--- src/rtl/sample_accumulator_pkg.sv ---
// Shared state codes and FSM type for the sample accumulator.
// The raw codes let status readback and test code agree on the encoding.
package sample_accumulator_pkg;

   localparam logic [1:0] STATE_IDLE = 2'd0;
   localparam logic [1:0] STATE_SYNC = 2'd1;
   localparam logic [1:0] STATE_RUN  = 2'd2;

   typedef enum logic [1:0] {
      ST_IDLE = STATE_IDLE,
      ST_SYNC = STATE_SYNC,
      ST_RUN  = STATE_RUN
   } acc_state_t;

endpackage

--- src/rtl/sample_accumulator_sat_add.sv ---
// Combinational signed saturating adder: sum = clamp(a + sext(b)) at A_WI bits.
// Requires B_WI <= A_WI; clip flags that the result was clamped.
module sat_add #(
   parameter int A_WI = 32,
   parameter int B_WI = 16
) (
   input  logic signed [A_WI-1:0] a,
   input  logic signed [B_WI-1:0] b,
   output logic signed [A_WI-1:0] sum,
   output logic                   clip
);

   logic [A_WI:0] wide;

   // One guard bit is enough: disagreement with the MSB means the add overflowed.
   always_comb begin
      wide = {a[A_WI-1], a} + {{(A_WI - B_WI + 1){b[B_WI-1]}}, b};
      clip = wide[A_WI] != wide[A_WI-1];
      sum  = wide[A_WI-1:0];
      if (clip) begin
         sum = wide[A_WI] ? {1'b1, {(A_WI-1){1'b0}}} : {1'b0, {(A_WI-1){1'b1}}};
      end
   end

endmodule

--- src/rtl/sample_accumulator.sv ---
// Boxcar decimator: sums signed samples between dump strobes and presents the
// shifted window sum and sample count through a 1-deep valid/ready register.
module sample_accumulator
   import sample_accumulator_pkg::*;
#(
   parameter int DATA_WI  = 16,
   parameter int ACC_WI   = 32,
   parameter int CNT_WI   = 16,
   parameter int SHIFT_WI = 5
) (
   input  logic                      clk,
   input  logic                      reset,
   input  logic                      enable,
   input  logic                      sample_stb,
   input  logic                      dump_stb,
   input  logic signed [DATA_WI-1:0] din,
   input  logic [SHIFT_WI-1:0]       shift,
   output logic signed [ACC_WI-1:0]  out_data,
   output logic [CNT_WI-1:0]         out_count,
   output logic                      out_valid,
   input  logic                      out_ready,
   input  logic                      clear_flags,
   output logic                      overrun,
   output logic                      saturated
);

   acc_state_t               state;
   acc_state_t               state_next;
   logic                     run_active;
   logic signed [ACC_WI-1:0] acc;
   logic [CNT_WI-1:0]        cnt;
   logic signed [ACC_WI-1:0] add_sum;
   logic                     add_clip;
   logic signed [ACC_WI-1:0] window_sum;
   logic [CNT_WI-1:0]        cnt_inc;
   logic [CNT_WI-1:0]        window_cnt;
   logic signed [ACC_WI-1:0] shifted;
   logic                     do_sample;
   logic                     do_dump;

   always_ff @(posedge clk) begin
      if (reset) state <= ST_IDLE;
      else       state <= state_next;
   end

   // Dropping enable wins over any strobe; the SYNC dump only aligns to the window grid.
   always_comb begin
      state_next = state;
      run_active = 1'b0;
      case (state)
         ST_IDLE: if (enable) state_next = ST_SYNC;
         ST_SYNC: begin
            if (!enable)       state_next = ST_IDLE;
            else if (dump_stb) state_next = ST_RUN;
         end
         ST_RUN: begin
            if (!enable) state_next = ST_IDLE;
            else         run_active = 1'b1;
         end
         default: state_next = ST_IDLE;
      endcase
   end

   sat_add #(
      .A_WI (ACC_WI),
      .B_WI (DATA_WI)
   ) u_sat_add (
      .a    (acc),
      .b    (din),
      .sum  (add_sum),
      .clip (add_clip)
   );

   assign do_sample  = run_active & sample_stb;
   assign do_dump    = run_active & dump_stb;
   assign cnt_inc    = (&cnt) ? cnt : cnt + CNT_WI'(1);
   assign window_sum = sample_stb ? add_sum : acc;
   assign window_cnt = sample_stb ? cnt_inc : cnt;

   // Shifts at or beyond the accumulator width collapse to pure sign fill.
   always_comb begin
      if (32'(shift) >= ACC_WI) shifted = {ACC_WI{window_sum[ACC_WI-1]}};
      else                      shifted = window_sum >>> shift;
   end

   // A sample coinciding with a dump closes the window being dumped.
   always_ff @(posedge clk) begin
      if (reset) begin
         acc       <= '0;
         cnt       <= '0;
         out_data  <= '0;
         out_count <= '0;
         out_valid <= 1'b0;
         overrun   <= 1'b0;
         saturated <= 1'b0;
      end else begin
         if (!run_active || do_dump) begin
            acc <= '0;
            cnt <= '0;
         end else if (do_sample) begin
            acc <= add_sum;
            cnt <= cnt_inc;
         end

         if (do_dump) begin
            out_data  <= shifted;
            out_count <= window_cnt;
            out_valid <= 1'b1;
         end else if (out_valid && out_ready) begin
            out_valid <= 1'b0;
         end

         overrun   <= (do_dump & out_valid & ~out_ready) | (overrun & ~clear_flags);
         saturated <= (do_sample & add_clip) | (saturated & ~clear_flags);
      end
   end

endmodule
--- config.mk ---
export PLATFORM = sky130hd
export DESIGN_NAME = sample_accumulator
export DESIGN_NICKNAME = d
export VERILOG_FILES = /design/src/rtl/sample_accumulator_pkg.sv /design/src/rtl/sample_accumulator_sat_add.sv /design/src/rtl/sample_accumulator.sv
export SDC_FILE = /design/constraint.sdc
export NUM_CORES = 1
export LEC_CHECK = 0
export ABC_AREA = 0
export BUFFER_PORTS_ARGS = -buffer_cell sky130_fd_sc_hd__clkbuf_2
export CORE_MARGIN = 4
export CORE_UTILIZATION = 30
export DETAILED_ROUTE_END_ITERATION = 12
export HOLD_SLACK_MARGIN = 0.06
export PLACE_DENSITY = 0.58
export SETUP_SLACK_MARGIN = 0.4
export SYNTH_ARGS = -nofsm -noshare
export SYNTH_HDL_FRONTEND = slang
export SYNTH_SLANG_ARGS = --single-unit
--- constraint.sdc ---
create_clock -name clk -period 4.2 [get_ports clk]
set_clock_uncertainty 0.2 [all_clocks]
set_input_delay 0.42 -clock clk [delete_from_list [all_inputs] [get_ports clk]]
set_output_delay 0.42 -clock clk [all_outputs]
set_load 0.1 [all_outputs]
**Word level (Yosys, flattened, before mapping)**

Index checks and enable logic that the tools add are counted.

- Add/sub/neg operators: 2
- Eq/ne operators: 6
- Shift operators: 1
- Multiplexer cells: 14
- Bitwise gates (word level): 11
- Reductions and logical operators: 8

Operators by type and width:

| kind | number |
|---|---|
| two-way mux 32 bit | 3 |
| adder 32 x 16 -> 33 bit | 1 |
| two-way mux 16 bit | 2 |
| >>> shifter 32 x 5 -> 32 bit | 1 |
| adder 16 x 1 -> 16 bit (second input constant) | 1 |
| AND reduction 16 bit | 1 |
| two-way mux 2 bit | 4 |
| AND 1 bit | 7 |
| case mux 2 bit (3 select lines) | 1 |
| two-way mux 1 bit | 4 |
| inequality test 2 bit (second input constant) | 2 |
| inequality test 3 bit (second input constant) | 1 |
| AND reduction 3 bit | 1 |
| == test 2 x 1 -> 1 bit (second input constant) | 1 |
| == test 2 bit (second input constant) | 1 |
| zero test 2 bit | 1 |
| NOT 1 bit | 2 |
| bitwise OR 1 bit | 2 |
| nonzero test 2 bit | 1 |
| OR reduction 2 bit | 1 |
| logical AND 1 bit | 1 |
| zero test 1 bit | 1 |
| logical OR 1 bit | 1 |
| inequality test 1 bit | 1 |

- Register bits after elaboration: 101
- Output and inout port bits: 51
- Word-level logic and storage cells: 50

**Depth between registers and ports, before layout**

- Depth in word-level cells: 6
- Mapped depth: 17
- Mapped depth without buffers: 15

**Hierarchy**

Synthesis repeated with hierarchy kept, for this count alone.

- Cell total of the unflattened synthesis: 1064
- Area, all modules: 9331.4 um^2

By module, submodules not included:

| module | times used | cells each | area each (um^2) |
|---|---|---|---|
| sample_accumulator | 1 | 777 | 7288.2 |
| sat_add | 1 | 287 | 2043.2 |

**Least setup slack after synthesis**

OpenSTA, ideal clock, no wires.

- Kind: input to register
- Start point: input port din[0]
- End point: register out_data[9]
- Setup time: 131 ps
- Arrival: 3957 ps
- Setup slack: -89 ps
- Stages: 15
- Path buffers: 0
- Path through: ha_1 inv_1 fa_1 nand2b_1 a21oi_1 o211ai_1 a211oi_2 nor2_2 o21ai_1 a221oi_2 mux4_2 mux4_2 a221o_1 a31oi_1 nor3_1

- Longest elaborated chain between the ends: 5
- Elaborated cells between the ends (all ways): 6
- Classes of those cells: add/sub (1); eq/ne (1); shift (1); mux (3)

Ends and longest elaborated chain:

| what | RTL line | source |
|---|---|---|
| start, declared | sample_accumulator.sv:16 | `input logic signed [DATA_WI-1:0] din,` |
| adder 32 x 16 -> 33 bit (*) | sample_accumulator_sat_add.sv:17 | `wide = {a[A_WI-1], a} + {{(A_WI - B_WI + 1){b[B_WI-1]}}, b};` |
| two-way mux 32 bit / inequality test 1 bit (equally long branches) | sample_accumulator_sat_add.sv:21, sample_accumulator_sat_add.sv:18 |  |
| two-way mux 32 bit (*) | sample_accumulator_sat_add.sv:20 | `if (clip) begin` |
| two-way mux 32 bit (*) | sample_accumulator.sv:77 | `assign window_sum = sample_stb ? add_sum : acc;` |
| >>> shifter 32 x 5 -> 32 bit (*) | sample_accumulator.sv:83 | `else shifted = window_sum >>> shift;` |
| end signal, assigned | sample_accumulator.sv:106 | `out_data <= shifted;` |
| end, declared | sample_accumulator.sv:18 | `output logic signed [ACC_WI-1:0] out_data,` |

Every way passes the cells marked *; elsewhere a longest branch is shown, timed or not.
A chain may end at the register's enable or synchronous reset.

**Worst setup path in the final report**

- Start point: register acc[0]
- End point: register out_data[9]

- Longest elaborated chain between the ends: 5
- Elaborated cells between the ends (all ways): 6
- Classes of those cells: add/sub (1); eq/ne (1); shift (1); mux (3)

Ends and longest elaborated chain:

| what | RTL line | source |
|---|---|---|
| start, declared | sample_accumulator.sv:30 | `logic signed [ACC_WI-1:0] acc;` |
| start signal, assigned | sample_accumulator.sv:101 | `acc <= add_sum;` |
| adder 32 x 16 -> 33 bit | sample_accumulator_sat_add.sv:17 |  |
| two-way mux 32 bit / inequality test 1 bit (equally long branches) | sample_accumulator_sat_add.sv:21, sample_accumulator_sat_add.sv:18 |  |
| two-way mux 32 bit | sample_accumulator_sat_add.sv:20 |  |
| two-way mux 32 bit (*) | sample_accumulator.sv:77 |  |
| >>> shifter 32 x 5 -> 32 bit (*) | sample_accumulator.sv:83 |  |

Marked as above.

==> run_results.csv <==
group,metric,value,unit
final_layout,nFillCells,2894,
clocking,hold_buffers,0,
yosys,syn_area,9080,µm²
critical_path,setup.worst_path.class,"reg2reg",
final_layout,area_delta_synth_final,48.8,%
yosys,synth-seq-cells,101,
yosys,async_reset_ff_frac,0,
critical_path,critPathCaptureType,"flip-flop",
yosys,synth_area_per_cell,7.41,µm²
timing,period_minus_slack,4.18,ns
yosys,ys_seq_area_frac,0.223,
job,max-cap-violations,0,
die,die_x,182,µm
grt,track_usage,0.218,
grt,grt_max_degree,43,
yosys,yosys_warnings,0,
timing,maxSlewHeadroom,0.343,
grt,grt_pass1_vias,10600,
timing,period_share,0.994,
status,status,"complete, no violations",
timing,max_freq,0.239,GHz
placement,hpwl,28.2,mm
grt,grt_first_pass_wirelength,59.0,mm
yosys,synth_edf_count,0,
drt,dr.pass1.iters,5,
critical_path,cp_max_fo,5,
drt,vias,11000,
timing,tightest_slew,0.981,ns
die,io_pins,79,
timing,hold_violations,0,
die,core-area,29700,µm²
hold_path,worstHoldStart,"dump_stb",
timing,rsz0062_at_grt,"yes",
critical_path,r2r_cells,18,
clocking,cts_tree,"built",
critical_path,r2r_slack,0.02,ns
clocking,numCtsBuffers,9,
clocking,clkSinkCount,101,
yosys,ys.flop_type,"dfxtp_1",
timing,layout_setup_ws,0.0233,ns
hold_path,hold_end,"state[0]$_SDFFE_PP0P_",
critical_path,start_kind,"flip-flop",
timing,setup_viol_count_final,0,
clocking,cts-root-buf,"clkbuf_16",
yosys,synth_cells,1225,
placement,pre_cts_slack,-0.507,ns
hold_path,holdPathStages,2,
drt,vias_per_cell,5.66,
die,die_h,182,µm
critical_path,arrival,4.21,ns
die,start_util,0.306,
drt,drcViolationCount,0,
grt,gr-total-overflow,0,
final_layout,fin_nets,1609,
timing,final_max_slew_viol_count,0,
yosys,ys_types,83,
placement,port_buffers,78,
drt,wl_per_cell,19.4,µm
power,leakage,0.00541,µW
grt,antenna_found_initial,0,
clocking,htreeDepth,3,
drt,initialDrtViolationCount,1014,
clocking,clkLatencyLatePin,0.36,ns
die,num_rows,63,
power,vdd_ir_drop_max,168,µV
drt,wl,37.8,mm
critical_path,worstPathRequired,4.23,ns
placement,place_congestion,0.971,
final_layout,layout_commonest_cell,"buf_4",
critical_path,timing.rr.end,"out_data[9]$_SDFFE_PP0P_",
placement,dpl.cell_count,1880,
yosys,synth_fp_nets,1287,
final_layout,layout-drive-gt1-share,0.391,
drt,ant_nets,0,
final_layout,fin_cells,1942,
clocking,clock_path_buffers,2,
die,dieArea,33100,µm²
clocking,clkTransAtPathRegs,0.08,ns
final_layout,layout_common_cells,"buf_4 (291), nor2_1 (143), nand2_1 (119)",
power,powerDensity,186,nW/µm²
critical_path,rr_startpoint,"acc[0]$_SDFFE_PP0P_",
hold_path,hp-class,"in2reg",
[cell type report]
type,count,area (µm²),share of cell area
clock inverters,6,58.8,0.00435
multi-input cells,1013,7600,0.562
repair buffers,402,3020,0.224
inverters,20,75.1,0.00556
well taps,390,488,0.0361
flip-flops and latches,101,2040,0.151
diodes,1,2.50,0.000185
clock buffers,9,225,0.0167
[cell usage after synthesis, types with 12 or more instances]
cell      instances  share of area
buf_2            15         0.0083
inv_1            17         0.0070
nor3_1           40          0.022
mux2i_1          47          0.052
nand3_1          33          0.018
dfxtp_1         101           0.22
xnor2_1          23          0.022
nand4_1          16          0.011
and2_1           15          0.010
clkbuf_1         67          0.028
a21oi_1         118          0.065
a31oi_1          15          0.010
ha_1             33          0.045
nand2_1         126          0.052
nor2_1          146          0.060
and3_1           12         0.0083
a211oi_1         56          0.046
o21ai_0          51          0.028
o211ai_1         19          0.016
a21o_1           17          0.014
xor2_1           24          0.023
o31ai_1          14          0.012
o22ai_1          18          0.012
[metrics by stage]
stage	setup TNS, ns	power, µW	cell area (µm²)	hold WS, ns	util
detailed placement	-9.85	1580	11800	0.248	0.398
CTS	0	2470	13000	0.0867	0.438
finish	0	2510	13500	0.0944	0.455
global route	-0.906	2600	13500	0.112	0.454
floorplan	0	1320	9180	0.221	-
global placement	-10.04	1570	11800	0.229	0.398
[flip-flops by register name (all words and copies together), names as in the netlist]
signal     cells
overrun        1
out_valid      1
out_data      32
state          2
acc           32
out_count     16
saturated      1
cnt           16
[worst max path at each step]
stage / startpoint / end / slack (ns)
floorplan: din[0] / out_data[9]$_SDFFE_PP0P_ / 0.10
global placement: din[15] / out_data[6]$_SDFFE_PP0P_ / -0.49
detailed placement: din[15] / out_data[4]$_SDFFE_PP0P_ / -0.51
CTS: acc[0]$_SDFFE_PP0P_ / out_data[9]$_SDFFE_PP0P_ / 0.02
global route: acc[15]$_SDFFE_PP0P_ / out_data[4]$_SDFFE_PP0P_ / -0.11
finish: acc[0]$_SDFFE_PP0P_ / out_data[9]$_SDFFE_PP0P_ / 0.02
[cell families after synthesis]
kind of cell,count (synthesis),share of synthesized area
fa+ha+maj,36,0.0499
flops,101,0.223
simple gates,440,0.223
xor+xnor,48,0.0484
compound gates,423,0.317
mux,66,0.0894
buf+inv,111,0.0492
[where the power goes]
part	leakage (µW)	internal (µW)	switching [µW]	total (µW)
clock	0.000135	412	435	847
sequential	0.000820	959	2.41	962
combinational	0.00446	308	397	705
[repair_timing]
action	CTS	global route
gates cloned	1	1
setup endpoints to repair	31	31
gates resized for setup	120	84
pin swaps	56	42
buffers inserted	32	12
[worst max-delay path: stages (launching register included)]
cell      delay (ns)
dfxtp_2         0.36
ha_4            0.14
inv_2           0.03
fa_2            0.32
nand2b_4        0.16
a21oi_4         0.19
o211ai_1        0.16
a211oi_2        0.23
buf_4           0.17
nor2_4          0.05
buf_12          0.15
buf_12          0.12
o21ai_4         0.14
a221oi_2        0.09
mux4_2          0.49
mux4_2          0.51
a221o_1         0.31
a31oi_1         0.15
nor3_1          0.06
[routing by layer]
layer,routed length (µm),vias up,track usage,share of wire
met4,1240,0,0.0724,0.033
met2,17600,431,0.359,0.47
met3,2220,84,0.0254,0.059
met1,16600,5230,0.298,0.44
met5,0,-,0,0
li1,-,5246,-,-
Power figures use the tool's default switching activity.
